$ cat config.mk
export PLATFORM = sky130hd
export DESIGN_NAME = collision_arbiter_flat
export DESIGN_NICKNAME = d
export VERILOG_FILES = /design/src/rtl/collision_arbiter_if.sv /design/src/rtl/collision_arbiter.sv /design/src/flat_wrapper.sv
export SDC_FILE = /design/constraint.sdc
export NUM_CORES = 1
export LEC_CHECK = 0
export CAP_MARGIN = 20
export CORE_ASPECT_RATIO = 0.5
export CORE_MARGIN = 2
export CORE_UTILIZATION = 39
export DETAILED_ROUTE_END_ITERATION = 8
export PLACE_DENSITY_LB_ADDON = 0.25
export SYNTH_ARGS = -nofsm -noshare
export SYNTH_HDL_FRONTEND = slang
export SYNTH_SLANG_ARGS = --single-unit
$ cat constraint.sdc
create_clock -name clk -period 2.6 [get_ports clk]
set_input_delay 0.52 -clock clk [delete_from_list [all_inputs] [get_ports clk]]
set_output_delay 0.52 -clock clk [all_outputs]
set_load 0.01 [all_outputs]
$ cat src/rtl/collision_arbiter_if.sv
// Bus bundle between the collision arbiter, its requesters and the map lookup.
// The master side is the environment (requesters plus map); the slave side is the arbiter.
interface collision_arbiter_if #(
  parameter int NUM_REQ = 4
);
  logic [NUM_REQ-1:0]    req;
  logic [10*NUM_REQ-1:0] req_x;
  logic [10*NUM_REQ-1:0] req_y;
  logic [1:0]            level_id;
  logic [NUM_REQ-1:0]    gnt;
  logic [NUM_REQ-1:0]    rsp_valid;
  logic                  rsp_wall;
  logic                  busy;
  logic [9:0]            col_x;
  logic [9:0]            col_y;
  logic [1:0]            col_level;
  logic                  col_is_wall;

  modport master (
    output req, req_x, req_y, level_id, col_is_wall,
    input  gnt, rsp_valid, rsp_wall, busy, col_x, col_y, col_level
  );

  modport slave (
    input  req, req_x, req_y, level_id, col_is_wall,
    output gnt, rsp_valid, rsp_wall, busy, col_x, col_y, col_level
  );
endinterface

$ cat src/rtl/collision_arbiter.sv
// Round-robin arbiter sharing one collision map lookup port among NUM_REQ requesters,
// returning each wall bit with a single-cycle valid pulse to the requester it belongs to.
module collision_arbiter #(
  parameter int NUM_REQ    = 4,
  parameter int LOOKUP_LAT = 0
) (
  input  logic                clk,
  input  logic                rst,
  collision_arbiter_if.slave  bus
);
  localparam int PW = (NUM_REQ > 1) ? $clog2(NUM_REQ) : 1;
  localparam int CW = (LOOKUP_LAT > 0) ? $clog2(LOOKUP_LAT + 1) : 1;

  typedef enum logic [0:0] {
    IDLE = 1'b0,
    WAIT = 1'b1
  } state_e;

  state_e             state_q, state_d;
  logic [PW-1:0]      ptr_q, ptr_d;
  logic [CW-1:0]      cnt_q, cnt_d;
  logic [NUM_REQ-1:0] gnt_q, gnt_d;
  logic [NUM_REQ-1:0] rsp_valid_q, rsp_valid_d;
  logic               rsp_wall_q, rsp_wall_d;
  logic               busy_q, busy_d;
  logic [9:0]         col_x_q, col_x_d;
  logic [9:0]         col_y_q, col_y_d;
  logic [1:0]         col_level_q, col_level_d;

  logic [NUM_REQ-1:0] eligible_s;
  logic               win_found_s;
  logic [PW-1:0]      win_idx_s;
  logic [PW:0]        scan_sum_s;
  logic [PW-1:0]      scan_idx_s;

  // Round-robin winner search starting at ptr; the requester answered this cycle is masked.
  always_comb begin
    eligible_s  = bus.req & ~rsp_valid_q;
    win_found_s = 1'b0;
    win_idx_s   = '0;
    scan_sum_s  = '0;
    scan_idx_s  = '0;
    for (int k = 0; k < NUM_REQ; k++) begin
      scan_sum_s = {1'b0, ptr_q} + (PW+1)'(k);
      if (scan_sum_s >= (PW+1)'(NUM_REQ)) begin
        scan_sum_s = scan_sum_s - (PW+1)'(NUM_REQ);
      end else begin
        scan_sum_s = scan_sum_s;
      end
      scan_idx_s = scan_sum_s[PW-1:0];
      if (!win_found_s && eligible_s[scan_idx_s]) begin
        win_found_s = 1'b1;
        win_idx_s   = scan_idx_s;
      end else begin
        win_found_s = win_found_s;
      end
    end
  end

  // Next-state and next-output computation for the IDLE/WAIT controller.
  always_comb begin
    state_d     = state_q;
    ptr_d       = ptr_q;
    cnt_d       = cnt_q;
    gnt_d       = gnt_q;
    rsp_valid_d = '0;
    rsp_wall_d  = rsp_wall_q;
    busy_d      = busy_q;
    col_x_d     = col_x_q;
    col_y_d     = col_y_q;
    col_level_d = col_level_q;
    case (state_q)
      IDLE: begin
        if (win_found_s) begin
          gnt_d = '0;
          for (int i = 0; i < NUM_REQ; i++) begin
            if (win_idx_s == PW'(i)) begin
              col_x_d  = bus.req_x[10*i +: 10];
              col_y_d  = bus.req_y[10*i +: 10];
              gnt_d[i] = 1'b1;
            end else begin
              gnt_d[i] = 1'b0;
            end
          end
          col_level_d = bus.level_id;
          busy_d      = 1'b1;
          cnt_d       = '0;
          // Explicit wrap keeps ptr inside 0..NUM_REQ-1 for non-power-of-2 counts.
          if (win_idx_s == PW'(NUM_REQ - 1)) begin
            ptr_d = '0;
          end else begin
            ptr_d = win_idx_s + PW'(1'b1);
          end
          state_d = WAIT;
        end else begin
          gnt_d = '0;
        end
      end
      WAIT: begin
        if (cnt_q == CW'(LOOKUP_LAT)) begin
          rsp_wall_d  = bus.col_is_wall;
          rsp_valid_d = gnt_q;
          gnt_d       = '0;
          busy_d      = 1'b0;
          state_d     = IDLE;
        end else begin
          cnt_d = cnt_q + CW'(1'b1);
        end
      end
      default: begin
        state_d = IDLE;
        gnt_d   = '0;
        busy_d  = 1'b0;
      end
    endcase
  end

  // State and output registers; reset drops any in-flight lookup without a response.
  always_ff @(posedge clk or posedge rst) begin
    if (rst) begin
      state_q     <= IDLE;
      ptr_q       <= '0;
      cnt_q       <= '0;
      gnt_q       <= '0;
      rsp_valid_q <= '0;
      rsp_wall_q  <= 1'b0;
      busy_q      <= 1'b0;
      col_x_q     <= 10'd0;
      col_y_q     <= 10'd0;
      col_level_q <= 2'd0;
    end else begin
      state_q     <= state_d;
      ptr_q       <= ptr_d;
      cnt_q       <= cnt_d;
      gnt_q       <= gnt_d;
      rsp_valid_q <= rsp_valid_d;
      rsp_wall_q  <= rsp_wall_d;
      busy_q      <= busy_d;
      col_x_q     <= col_x_d;
      col_y_q     <= col_y_d;
      col_level_q <= col_level_d;
    end
  end

  assign bus.gnt       = gnt_q;
  assign bus.rsp_valid = rsp_valid_q;
  assign bus.rsp_wall  = rsp_wall_q;
  assign bus.busy      = busy_q;
  assign bus.col_x     = col_x_q;
  assign bus.col_y     = col_y_q;
  assign bus.col_level = col_level_q;
endmodule

$ cat src/flat_wrapper.sv
// flat-port wrapper written by rule: the top's interface ports become plain ports
module collision_arbiter_flat 
#(
  parameter int NUM_REQ    = 4,
  parameter int LOOKUP_LAT = 0
)
  (clk, rst, bus_req, bus_req_x, bus_req_y, bus_level_id, bus_col_is_wall, bus_gnt, bus_rsp_valid, bus_rsp_wall, bus_busy, bus_col_x, bus_col_y, bus_col_level);
  collision_arbiter_if #(.NUM_REQ(NUM_REQ)) bus_i ();
  input  logic clk;
  input  logic rst;
  input wire logic [$bits(bus_i.req)-1:0] bus_req;
  input wire logic [$bits(bus_i.req_x)-1:0] bus_req_x;
  input wire logic [$bits(bus_i.req_y)-1:0] bus_req_y;
  input wire logic [$bits(bus_i.level_id)-1:0] bus_level_id;
  input wire logic [$bits(bus_i.col_is_wall)-1:0] bus_col_is_wall;
  output wire logic [$bits(bus_i.gnt)-1:0] bus_gnt;
  output wire logic [$bits(bus_i.rsp_valid)-1:0] bus_rsp_valid;
  output wire logic [$bits(bus_i.rsp_wall)-1:0] bus_rsp_wall;
  output wire logic [$bits(bus_i.busy)-1:0] bus_busy;
  output wire logic [$bits(bus_i.col_x)-1:0] bus_col_x;
  output wire logic [$bits(bus_i.col_y)-1:0] bus_col_y;
  output wire logic [$bits(bus_i.col_level)-1:0] bus_col_level;
  assign bus_i.req = bus_req;
  assign bus_i.req_x = bus_req_x;
  assign bus_i.req_y = bus_req_y;
  assign bus_i.level_id = bus_level_id;
  assign bus_i.col_is_wall = bus_col_is_wall;
  assign bus_gnt = bus_i.gnt;
  assign bus_rsp_valid = bus_i.rsp_valid;
  assign bus_rsp_wall = bus_i.rsp_wall;
  assign bus_busy = bus_i.busy;
  assign bus_col_x = bus_i.col_x;
  assign bus_col_y = bus_i.col_y;
  assign bus_col_level = bus_i.col_level;
  collision_arbiter #(.NUM_REQ(NUM_REQ), .LOOKUP_LAT(LOOKUP_LAT)) u_core (.clk(clk), .rst(rst), .bus(bus_i));
endmodule
Word level (Yosys, flattened, before mapping)
Index checks and enable logic that the tools add are counted.
{"block": "word_totals", "output_inout_bits": 32, "regBits": 36, "input_bits": 89, "wordCells": 95}
{"block": "op_classes", "n_addsub": 9, "n_mux": 47, "magnitude_cmp": 8, "bitwise": 4, "reduce_logical": 12, "eq_ne": 5}
{"op": "two-way mux 10 bit", "count": 8}
{"op": "two-way mux 1 bit", "count": 18}
{"op": "two-way mux 2 bit", "count": 9}
{"op": "two-way mux 4 bit", "count": 4}
{"op": "less-than comparator 2 x 3 -> 1 bit, second input constant", "count": 4}
{"op": "greater-or-equal comparator 3 bit, second input constant", "count": 3}
{"op": "binary-select mux 1 bit (select 2 bit)", "count": 4}
{"op": "case mux 4 bit (2 select lines)", "count": 1}
{"op": "subtractor 2 x 1 -> 2 bit, second input constant", "count": 4}
{"op": "adder 2 x 2 -> 3 bit, second input constant", "count": 2}
{"op": "case mux 1 bit (2 select lines)", "count": 3}
{"op": "AND reduction 2 bit", "count": 3}
{"op": "bitwise AND 4 bit", "count": 1}
{"op": "equality test 2 bit, second input constant", "count": 2}
{"op": "inverter 4 bit", "count": 1}
{"op": "nonzero test 4 bit", "count": 1}
{"op": "adder 2 x 1 -> 3 bit, second input constant", "count": 1}
{"op": "greater-or-equal comparator 2 x 3 -> 1 bit, second input constant", "count": 1}
{"op": "logical AND 1 bit", "count": 3}
{"op": "zero test 1 bit", "count": 3}
{"op": "AND reduction 3 bit", "count": 1}
{"op": "adder 2 x 1 -> 2 bit, second input constant", "count": 1}
{"op": "equality test 2 x 1 -> 1 bit, second input constant", "count": 1}
{"op": "zero test 2 bit", "count": 1}
{"op": "4 further kinds", "count": 5}

Depth between registers and ports, before layout
Gate-level depths: netlist (run 1).
{"block": "depth", "ltp_word": 19, "mapped_depth": 9, "depth_no_buf": 7}

Worst setup path after synthesis (run 1)
Ideal clock, no wire load.
{"block": "synth_path", "path_kind": "input to register", "start": "input bus_req[1]", "end": "register u_core.col_x_q[7] (netlist: u_core.bus.col_x[7])", "required_ps": 2471, "n_path_buf": 2, "path_stages": 9, "slack_ps": 311, "setup_time_ps": 129, "arrival_ps": 2160, "path_cell_list": "nor2b_1 > or3_1 > and3_1 > ha_1 > or2_1 > buf_6 > buf_6 > o221ai_1 > mux2i_1"}
{"block": "synth_between", "elab_chain_cells": 17, "word_cells_on_any_way": 32, "cone_classes": "3 x eq/ne; 19 x mux; 1 x bitwise; 9 x reduce/logical"}
{"element": "start, declared", "line_no": "flat_wrapper.sv:11", "source": "input wire logic [$bits(bus_i.req)-1:0] bus_req;"}
{"element": "bitwise AND 4 bit (*)", "line_no": "collision_arbiter.sv:38", "source": "eligible_s = bus.req & ~rsp_valid_q;"}
{"element": "binary-select mux 1 bit (select 2 bit)", "line_no": "collision_arbiter.sv:51", "source": "if (!win_found_s && eligible_s[scan_idx_s]) begin"}
{"element": "two-way mux 1 bit (not written as such)", "line_no": "collision_arbiter.sv:51"}
{"element": "two-way mux 1 bit", "line_no": "collision_arbiter.sv:51"}
{"element": "zero test 1 bit", "line_no": "collision_arbiter.sv:51"}
{"element": "logical AND 1 bit", "line_no": "collision_arbiter.sv:51"}
{"element": "two-way mux 1 bit", "line_no": "collision_arbiter.sv:51"}
{"element": "zero test 1 bit", "line_no": "collision_arbiter.sv:51"}
{"element": "logical AND 1 bit", "line_no": "collision_arbiter.sv:51"}
{"element": "two-way mux 1 bit", "line_no": "collision_arbiter.sv:51"}
{"element": "zero test 1 bit", "line_no": "collision_arbiter.sv:51"}
{"element": "logical AND 1 bit", "line_no": "collision_arbiter.sv:51"}
{"element": "two-way mux 2 bit", "line_no": "collision_arbiter.sv:51"}
{"element": "equality test 2 x 1 -> 1 bit", "line_no": "collision_arbiter.sv:77", "source": "if (win_idx_s == PW'(i)) begin"}
{"element": "two-way mux 10 bit (3 in series)", "line_no": "collision_arbiter.sv:77"}
{"element": "end signal, assigned", "line_no": "collision_arbiter.sv:139", "source": "col_x_q <= col_x_d;"}
{"element": "end, declared", "line_no": "collision_arbiter.sv:26", "source": "logic [9:0] col_x_q, col_x_d;"}
Every way passes the cells marked *; elsewhere a longest branch is shown, timed or not. The select of a mux whose other input is x is not followed.
A chain may end at the register's enable or synchronous reset.

Final worst setup path (run 1)
{"block": "layout_path", "start": "input bus_req[2]", "end": "register u_core.col_x_q[7] (netlist: u_core.bus.col_x[7])"}
Same word-level chain as after synthesis.

==> parameters.txt, run 1 <==
Parameter                              Value

STA
  Total Negative Setup Slacks    0 ns
  Final cycle utilization of the critical path    96.2%
  Tightest slew margin relative to the limit    69.4%
  Min Clock Period, post-route    2.50 ns
  Total count of max-transition violations in the final report    0
  Transition time at the pin with the least slew margin    0.458 ns
  Skew final    0.00397 ns
  Post-route setup slack    0.0991 ns
  Setup Viol. Count Final    0
  Hold violation total from the final report    0
  Max Fclk    0.400 GHz
  Unrepaired setup endpoints after global routing    false

Clocking
  TritonCTS Sinks    35
  # Post-CTS Setup Buffers    0
  Cts bufs inserted    5
  CTS hold repair buffers    0
  Clock slew at reported path FFs    0.06 ns
  Root Driver    clkbuf_16
  CTS H-Tree Depth    2
  TritonCTS clock tree    built
  Buffer depth of the longest clock path    2
  Latest clock arrival within the worst-skew pair    0.29 ns

Cells and area
  Final standard cell count with taps included and fillers excluded    398
  Share of layout cells above drive strength 1    22.5%
  Fill cells    423
  Signed area change from the synthesized netlist to the final layout    70.0%
  Final net count    417
  Antenna diodes    0

Yosys
  Sequential area share after synthesis    38.9%
  Synthesized netlist cell count    190
  Synth top area share    38.9%
  Synthesized area per cell    11.8 sq um
  Synth area leader    dfrtp_1
  Netlist area before placement    0.00225 sq mm
  Post-synthesis async set-or-reset flop share    100%
  Flip-flop and latch count after synthesis    35
  YS warnings    0
  Count of flip-flops with a built-in enable after synthesis    0
  Nets in the synthesized netlist    283
  Number of distinct library cells after synthesis    38
  Ys flop type    dfrtp_1
  Synth area leaders    dfrtp_1, mux2i_1, mux2_2

Floorplan
  Num rows    19
  Starting Density    40.8%
  Chip width    111 um
  Core area    0.00552 sq mm
  Number of placed I/O pins    121
  Die Height    57.7 um
  Die ar.    0.00643 sq mm

Detailed routing
  DRC errors left    0
  First-pass iteration count of the detailed router    4
  Via count    1,986
  Initial DRC count    71
  Number of routed nets with antenna violations    0
  Wire length reported by the detailed router    6.37 mm
  Number of vias per cell    4.99
  Average wire length per cell after detail routing    16.0 um

Worst setup path
  Maximum net fanout on the critical path    21
  Signal arrival time at the worst endpoint    2.66 ns
  Critical Setup Path Class    in2reg
  Crit path launch type    primary input
  Critical path capture point type    flip-flop
  Data required, critical path    2.76 ns

Pwr
  Fraction of power spent switching nets    34.9%
  Worst vdd ir    0.576 mV
  Pint    2.80 mW
  Switch Pwr    1.50 mW
  Seq pwr share    23.4%
  Share of power burned in combinational logic    58.3%
  Share of power burned in the clock network    18.3%
  Power per Cell Area    1120 mW/mm^2
  LEAKAGE    1.66 nW

Place
  Detailed Place HPWL    4.84 mm
  Port Buffers    120
  Gpl congestion    0.829
  Worst slack, placed    -0.341 ns
  Number of placed instances, taps included    390

Run
  Number of max-capacitance violations reported    0

Global route
  Pin count of the biggest net entering global routing    36
  Remaining global-route overflow    0
  Number of antenna violations at the first check in global routing    0
  Vias in the first global route    2,138
  Aggregate global-route resource usage    20.4%
  Wire length of the first global-routing pass    10.2 mm

Worst hold path
  Path category of the worst min-delay check    reg2reg

Run status
  Status    finished, final reports clean
[metrics by stage]
stage | power (mW) | cell area (sq um) | hold slack [ns] | utilization (%)
finish | 4.30 | 3830 | 0.489 | 69.4
global placement | 3.39 | 3590 | 0.475 | 65.1
floorplan | 2.53 | 2250 | 0.526 | -
CTS | 4.29 | 3790 | 0.495 | 68.7
global route | 4.58 | 3830 | 0.512 | 69.4
detailed placement | 3.47 | 3590 | 0.477 | 65.1
[state kept, by name, summed over array words and instances, names as in the netlist, 2 cells and up]
name                  flops
u_core.bus.gnt            4
u_core.bus.col_level      2
u_core.ptr_q              2
u_core.bus.rsp_valid      4
u_core.bus.col_y         10
u_core.bus.col_x         10
[final timing paths]
path                       slack [ns]                      end         startpoint  cells after the start
max in group asynchronous        1.63      u_core.bus.col_x[8]                rst                      3
hold reg to reg                  0.49  u_core.bus.rsp_valid[2]  u_core.bus.gnt[2]                      1
hold / removal                   0.49  u_core.bus.rsp_valid[2]  u_core.bus.gnt[2]                      1
setup / recovery                  0.1      u_core.bus.col_x[7]         bus_req[2]                      9
setup reg to reg                 0.28      u_core.bus.col_x[7]    u_core.ptr_q[1]                      8
min in group asynchronous        0.63      u_core.bus.rsp_wall                rst                      3
[layout make-up]
class                   instances  area (sq um)  area share, %
inverters                      23          93.8           2.45
clock inverters                 3          67.6           1.77
repair buffers                137          1370           35.7
well taps                      73          91.3           2.39
multi-input cells             122          1210           31.5
flip-flops and latches         35           876           22.9
clock buffers                   5           125           3.27
[worst max-delay path: stages]
cell and delay [ns]:
clkdlybuf4s50_1 0.46, and4bb_2 0.26, nor2_1 0.15, and3_4 0.22
ha_2 0.19, buf_12 0.18, mux2_2 0.36, o221ai_1 0.20
mux2i_1 0.11
[cell usage after synthesis, types with 2 or more instances]
master,count
buf_6,6
dfrtp_1,35
buf_2,2
ha_1,4
nor3_1,2
buf_12,2
mux2i_1,20
and2_1,8
nand2b_1,10
mux2_2,16
o21ai_0,2
nor2_1,2
or2b_1,3
o221ai_2,5
mux2_1,4
inv_1,22
o221ai_1,14
mux2_4,4
or2b_2,7
nand2b_4,4
[power by group through the flow]
stage          combinational (mW)  clock, mW  sequential (mW)
2_1_floorplan                1.45          0             1.07
3_3_place_gp                 2.40          0            0.987
3_5_place_dp                 2.48          0            0.993
4_1_cts                      2.50      0.794            0.999
5_1_grt                      2.72      0.816             1.04
6_report                     2.51      0.786             1.00
[what timing repair did]
item / 4_1_cts / 5_1_grt
gates resized for setup: 3 / 9
pin swaps: 0 / 1
setup endpoints to repair: 6 / 19
[routing by layer]
metal	wire length, um	up-vias	track usage [%]	share of wire [%]
li1	-	944	-	-
met3	347	17	6.17	5.4
met1	2520	966	22.8	40
met4	172	0	7.05	2.7
met2	3330	59	38.2	52
met5	0	-	0	0
[cell families after synthesis]
logic type	after synthesis	share of synthesized area (%)
AO/OA/AOI/OAI	28	12.7
adder cells (fa/ha/maj)	4	2.22
multiplexers	44	21.6
AND/OR/NAND/NOR	46	15.2
flip-flops	35	38.9
buffers and inverters	33	9.39
[placed cells by master (no fill, tap or decap), types with 2 or more instances in the layout]
| master | instances |
|---|---|
| buf_4 | 14 |
| or2b_2 | 7 |
| ha_1 | 3 |
| bufinv_16 | 2 |
| and2_1 | 8 |
| mux2i_1 | 20 |
| mux2_2 | 16 |
| inv_1 | 22 |
| o221ai_2 | 5 |
| nand2b_4 | 4 |
| mux2_1 | 4 |
| mux2_4 | 4 |
| dfrtp_1 | 35 |
| buf_12 | 3 |
| nor2_1 | 2 |
| clkbuf_16 | 5 |
| o221ai_1 | 14 |
| nand2b_1 | 10 |
| clkdlybuf4s50_1 | 118 |
| or2b_1 | 3 |
Power figures use the tool's default switching activity.
==> run 2: changes to the inputs <==
--- a/config.mk
+++ b/config.mk
@@ -5,6 +5,7 @@
 export SDC_FILE = /design/constraint.sdc
 export NUM_CORES = 1
 export LEC_CHECK = 0
+export ABC_CLOCK_PERIOD_IN_PS = 2600
 export CAP_MARGIN = 20
 export CORE_ASPECT_RATIO = 0.5
 export CORE_MARGIN = 2
==> results of run 2 <==
No change in the layout: final DEF, timing and power equal those of run 1.
==> patch 1 (flow settings as in run 1) <==
`NUM_REQ` is set to 4 in 3 places; all go to 2.
--- a/src/rtl/collision_arbiter_if.sv
+++ b/src/rtl/collision_arbiter_if.sv
@@ -1,7 +1,7 @@
 // Bus bundle between the collision arbiter, its requesters and the map lookup.
 // The master side is the environment (requesters plus map); the slave side is the arbiter.
 interface collision_arbiter_if #(
-  parameter int NUM_REQ = 4
+  parameter int NUM_REQ = 2
 );
   logic [NUM_REQ-1:0]    req;
   logic [10*NUM_REQ-1:0] req_x;
--- a/src/rtl/collision_arbiter.sv
+++ b/src/rtl/collision_arbiter.sv
@@ -1,7 +1,7 @@
 // Round-robin arbiter sharing one collision map lookup port among NUM_REQ requesters,
 // returning each wall bit with a single-cycle valid pulse to the requester it belongs to.
 module collision_arbiter #(
-  parameter int NUM_REQ    = 4,
+  parameter int NUM_REQ    = 2,
   parameter int LOOKUP_LAT = 0
 ) (
   input  logic                clk,
--- a/src/flat_wrapper.sv
+++ b/src/flat_wrapper.sv
@@ -1,7 +1,7 @@
 // flat-port wrapper written by rule: the top's interface ports become plain ports
 module collision_arbiter_flat 
 #(
-  parameter int NUM_REQ    = 4,
+  parameter int NUM_REQ    = 2,
   parameter int LOOKUP_LAT = 0
 )
   (clk, rst, bus_req, bus_req_x, bus_req_y, bus_level_id, bus_col_is_wall, bus_gnt, bus_rsp_valid, bus_rsp_wall, bus_busy, bus_col_x, bus_col_y, bus_col_level);
Interface: changed (5 resized); port bits go from 121 to 75. The function was not compared with the original's and may differ.
==> patch 1 against run 1 <==
Sequential cell count shrank 5. Worst setup slack gained 0.35 ns. Count of clock-buffer cells in the layout rose by 2. Area after synthesis down 14%. Routed wire length is 21% lower. Cell area down 28%.
Power is not compared: it rests on default switching activity, and its combinational part moved more than twofold at a synthesized area within 25%.
==> patch 1: results (changes against run 1) <==
- Outcome: finished, final reports clean
- Largest stage delay, worst path: 0.70 ns (+0.24 ns)
- Yosys warns: 0 (unchanged)
- Clk buf depth: 2 (unchanged)
- Post-layout net count: 264 (-37%)
- Met2 Resource Use GR: 0.3168 (-0.06563)
- Static leakage: 1.081 nW
- Met1 Use GR: 0.2349 (+0.007346)
- Delay-heaviest family, CP: flip-flops
- Post-DP Area: 0.002663 mm2 (-26%)
- Post-CTS Resized: 0 (-3)
- DRT iter0 DRCs: 44 (-38%)
- Crit path capture: bus_rsp_valid[1]
- Largest net degree at the start of global routing: 31 (-14%)
- Tmin final: 2.147 ns (-0.3538 ns)
- Post-DR vias/cell: 5.302 (+6.3%)
- Via count: 1527 (-23%)
- Worst reg2reg path endpoint: u_core.bus.col_level[0]
- Share of cells above drive strength 1: 0.2798 (+0.05520)
- Synth cell types: 26 (-32%)
- Worst-path fanout max: 22 (+4.8%)
- Postcts setup bufs: 0 (unchanged)
- Drt wl/cell: 17.37 um (+8.6%)
- Clk slew on worst S/H paths: 0.07 ns
- Worst path slowest cell: dfrtp_1
- Placed Instances: 280 (-28%)
- Net Count, Synth: 196 (-31%)
- Max IR drop VDD: 0.3039 mV
- HP Class: reg2reg
- Synth area leaders: dfrtp_1 (39%), a221oi_2 (16%), a2bb2oi_2 (15%), and3b_1 (8.6%), o21ai_0 (4.9%)
- FF-to-FF path depth: 4 (-4)
- Initial antenna violation count: 0 (unchanged)
- Worst Setup SP: u_core.bus.rsp_valid[1]
- Clock skew: 0.005730 ns (+0.001758 ns)
- Port bufs: 74 (-38%)
- Fin Hold WS: 0.4806 ns (-0.008180 ns)
- N_diodes: 0 (unchanged)
- Synthesized area per cell: 12.99 um2 (+9.7%)
- Relative max-transition margin: 0.5905 (-0.1039)
- Synth async-reset ratio: 1.000 (unchanged)
- GPL Wtd Cong: 0.6838 (-18%)
- Top post-synthesis cells by count: dfrtp_1 (30), a221oi_2 (20), a2bb2oi_2 (19), and3b_1 (19), o21ai_0 (19)
- Placed wire-length estimate: 3.324 mm (-31%)
- First-pass GRT wire length: 7.886 mm (-23%)
- Pre-CTS setup slack: 0.4510 ns (+0.7919 ns)
- TritonCTS Buffers: 5 (unchanged)
- Global-route usage over all layers: 0.1864 (-0.01783)
- R2r setup slk: 0.82 ns (+0.54 ns)
- GR Util met3: 0.04843 (-0.01329)
- Seq/Total Area, Yosys: 0.3878 (-0.001258)
- Crit path DAT: 1.63 ns (-1.03 ns)
- Root Buffer: clkbuf_8
-- patch 1: how the worst min path moves through the flow --
stage	start	endpoint	cells after the start
after floorplan	u_core.ptr_q	u_core.ptr_q	2
after global placement	u_core.bus.gnt[0]	u_core.bus.rsp_valid[0]	1
after detailed placement	u_core.bus.rsp_wall	u_core.bus.rsp_wall	1
after CTS	u_core.bus.gnt[0]	u_core.bus.rsp_valid[0]	1
after global routing	u_core.bus.rsp_wall	u_core.bus.rsp_wall	1
final	u_core.bus.gnt[0]	u_core.bus.rsp_valid[0]	1
-- patch 1: final cells by class --
| cell class | count | area [um2] |
|---|---|---|
| multi-input cells | 95 | 1003 |
| flip-flops and latches | 30 | 750.7 |
| inverters | 4 | 27.53 |
| clock inverters | 1 | 5.005 |
| repair buffers | 81 | 793.3 |
| well taps | 70 | 87.58 |
| fillers | 426 | 2088 |
| clock buffers | 7 | 86.33 |
-- patch 1: metal layers --
layer  vias to the layer above  routed length, um
met5                         -                  0
met4                         0                 82
met3                         7                243
met2                        41               2409
met1                       767               2265
li1                        712                  -
-- patch 1: cell families after synthesis --
kind of cell    Yosys count  synth area share
compound gates           63            0.3717
simple gates             29            0.1280
mux                       3           0.01745
buf+inv                  24           0.09502
flops                    30            0.3878
-- patch 1: power breakdown --
| part | switching, mW | internal, mW | total [mW] |
|---|---|---|---|
| logic | 0.483 | 0.728 | 1.21 |
| clock network | 0.182 | 0.213 | 0.396 |
| registers | 0.161 | 0.651 | 0.812 |
| total | 0.825 | 1.59 | 2.42 |
==> patch 2 (settings of run 1) <==
Without the edit above. Reset style: synchronous (`rst`), changed in one clocked block.
--- a/src/rtl/collision_arbiter.sv
+++ b/src/rtl/collision_arbiter.sv
@@ -116,7 +116,7 @@
   end
 
   // State and output registers; reset drops any in-flight lookup without a response.
-  always_ff @(posedge clk or posedge rst) begin
+  always_ff @(posedge clk) begin
     if (rst) begin
       state_q     <= IDLE;
       ptr_q       <= '0;
Function: differs if rst is asserted again (counterexample within 4 cycles, from zero or initial values and one cycle with rst high); with rst held inactive, the same outputs for 10 cycles.
==> patch 2 against run 1 <==
Cell area is 17% lower. Register-to-register slack better by 0.24 ns. Non-clock buffer count is 2 lower. Area after synthesis is 20% lower. Worst setup slack better by 0.062 ns. Maximum frequency is 2.5% higher. Routed wire length is 14% lower. Critical endpoint is now u_core.bus.col_x[6]. Sequential cell count stayed put.
Power is not compared: it rests on default switching activity, and its combinational part moved more than twofold at a synthesized area within 25%.
==> patch 2: results (changes against run 1) <==
- Core ar.: 0.004424 mm2 (-20%)
- Crit path DAT: 2.62 ns (-0.04 ns)
- Post-DR vias/cell: 4.984 (-0.13%)
- Synth async-reset ratio: 0 (-1.000)
- Hold path endpoint: u_core.bus.rsp_valid[0]
- Largest net degree at the start of global routing: 26 (-28%)
- R2r setup slk: 0.52 ns (+0.24 ns)
- Hold wc startpoint: u_core.bus.gnt[0]
- DRT iter0 DRCs: 44 (-38%)
- Proportion of synthesized area in mux cells: 0.1444 (-0.07124)
- GPL Wtd Cong: 0.8154 (-1.7%)
- Worst reg2reg path endpoint: u_core.bus.col_x[6]
- Clock skew: 0.004481 ns (+0.0005087 ns)
- Placed wire-length estimate: 4.260 mm (-12%)
- FF-to-FF path depth: 10 (+2)
- Compound-Gate Fraction of Synth Area: 0.2612 (+0.1345)
- Adder-Cell Fraction of Synth Area: 0.02764 (+0.005409)
- Mapped Cells: 180 (-5.3%)
- Final wirelength: 5.471 mm (-14%)
- Worst-path fanout max: 9 (-57%)
- Worst R2R Start: u_core.bus.rsp_valid[0]
- Largest stage delay, worst path: 0.54 ns (+0.08 ns)
- Top post-synthesis cells by count: dfxtp_1 (35), mux2i_1 (25), a21oi_1 (22), a22o_1 (20), o22ai_1 (19)
- Net Count, Synth: 273 (-3.5%)
- Seq/Total Area, Yosys: 0.3870 (-0.002097)
- Vias in the first global route: 1798 (-16%)
- Measured slew at the worst slew-check pin: 0.8801 ns (+0.4217 ns)
- Share of cells above drive strength 1: 0.1061 (-0.1185)
- Synth area leaders: dfxtp_1 (39%), mux2i_1 (14%), a22o_1 (9.7%), o22ai_1 (6.6%), a21oi_1 (6.1%)
- Global-route usage over all layers: 0.2070 (+0.002757)
- Outcome: finished, final reports clean
- Non-Filler Instances: 368 (-7.5%)
- Root Buffer: clkbuf_8
- Post-DP Area: 0.003104 mm2 (-14%)
- Ys flop type: dfxtp_1
[patch 2: power by group through the flow]
stage / logic [mW] / registers, mW / clock network [mW]
after CTS: 0.735 / 0.655 / 0.393
after global placement: 0.718 / 0.664 / 0
after detailed placement: 0.731 / 0.665 / 0
after floorplan: 0.347 / 0.690 / 0
after global routing: 0.792 / 0.663 / 0.419
final: 0.732 / 0.656 / 0.386
[patch 2: area by class of cell]
cell class / count / area (um2) / share of cell area
clock buffers: 6 / 72.57 / 0.02272
clock inverters: 2 / 12.51 / 0.003917
inverters: 4 / 17.52 / 0.005484
multi-input cells: 129 / 1006 / 0.3149
flip-flops and latches: 35 / 700.7 / 0.2194
well taps: 57 / 71.32 / 0.02233
repair buffers: 135 / 1314 / 0.4113
[patch 2: worst reg2reg max path: stages (launching register included)]
cell and delay (ns):
dfxtp_1 0.33, and2b_1 0.26, mux2i_1 0.09, o211ai_1 0.21, inv_1 0.09, ha_1 0.21
nand2b_1 0.18, buf_4 0.19, o22ai_1 0.16, a21oi_1 0.06, a22o_1 0.19
[patch 2: logic make-up after synthesis]
logic type,after synthesis
compound gates,68
flops,35
simple gates,31
mux,26
buf+inv,16
fa+ha+maj,4
[patch 2: worst max-delay path by stage]
stage                           from                  end
after floorplan           bus_req[0]  u_core.bus.col_y[8]
after global placement    bus_req[2]  u_core.bus.col_y[1]
after detailed placement  bus_req[2]  u_core.bus.col_x[2]
after CTS                 bus_req[2]  u_core.bus.col_x[6]
after global routing      bus_req[2]  u_core.bus.col_x[2]
final                     bus_req[2]  u_core.bus.col_x[6]
[patch 2: routing by layer]
metal,track usage,wire length [um],vias to the layer above
met5,0,0,-
met4,0.04795,42,0
met3,0.05200,249,4
met2,0.3792,2873,52
met1,0.2488,2305,846
li1,-,-,932
[patch 2: metrics by stage]
step / setup TNS, ns / hold WS, ns / setup WS, ns
after floorplan: 0 / 0.4994 / 0.3176
after global placement: -1.901 / 0.4437 / -0.1180
after detailed placement: -2.764 / 0.4485 / -0.1740
after CTS: 0 / 0.4670 / 0.1007
after global routing: 0 / 0.4908 / 0.03252
final: 0 / 0.4600 / 0.1609
[patch 2: what timing repair did]
action,CTS,global route
gates resized for setup,0,4
setup buffers,0,0
endpoints found under the setup margin,0,19
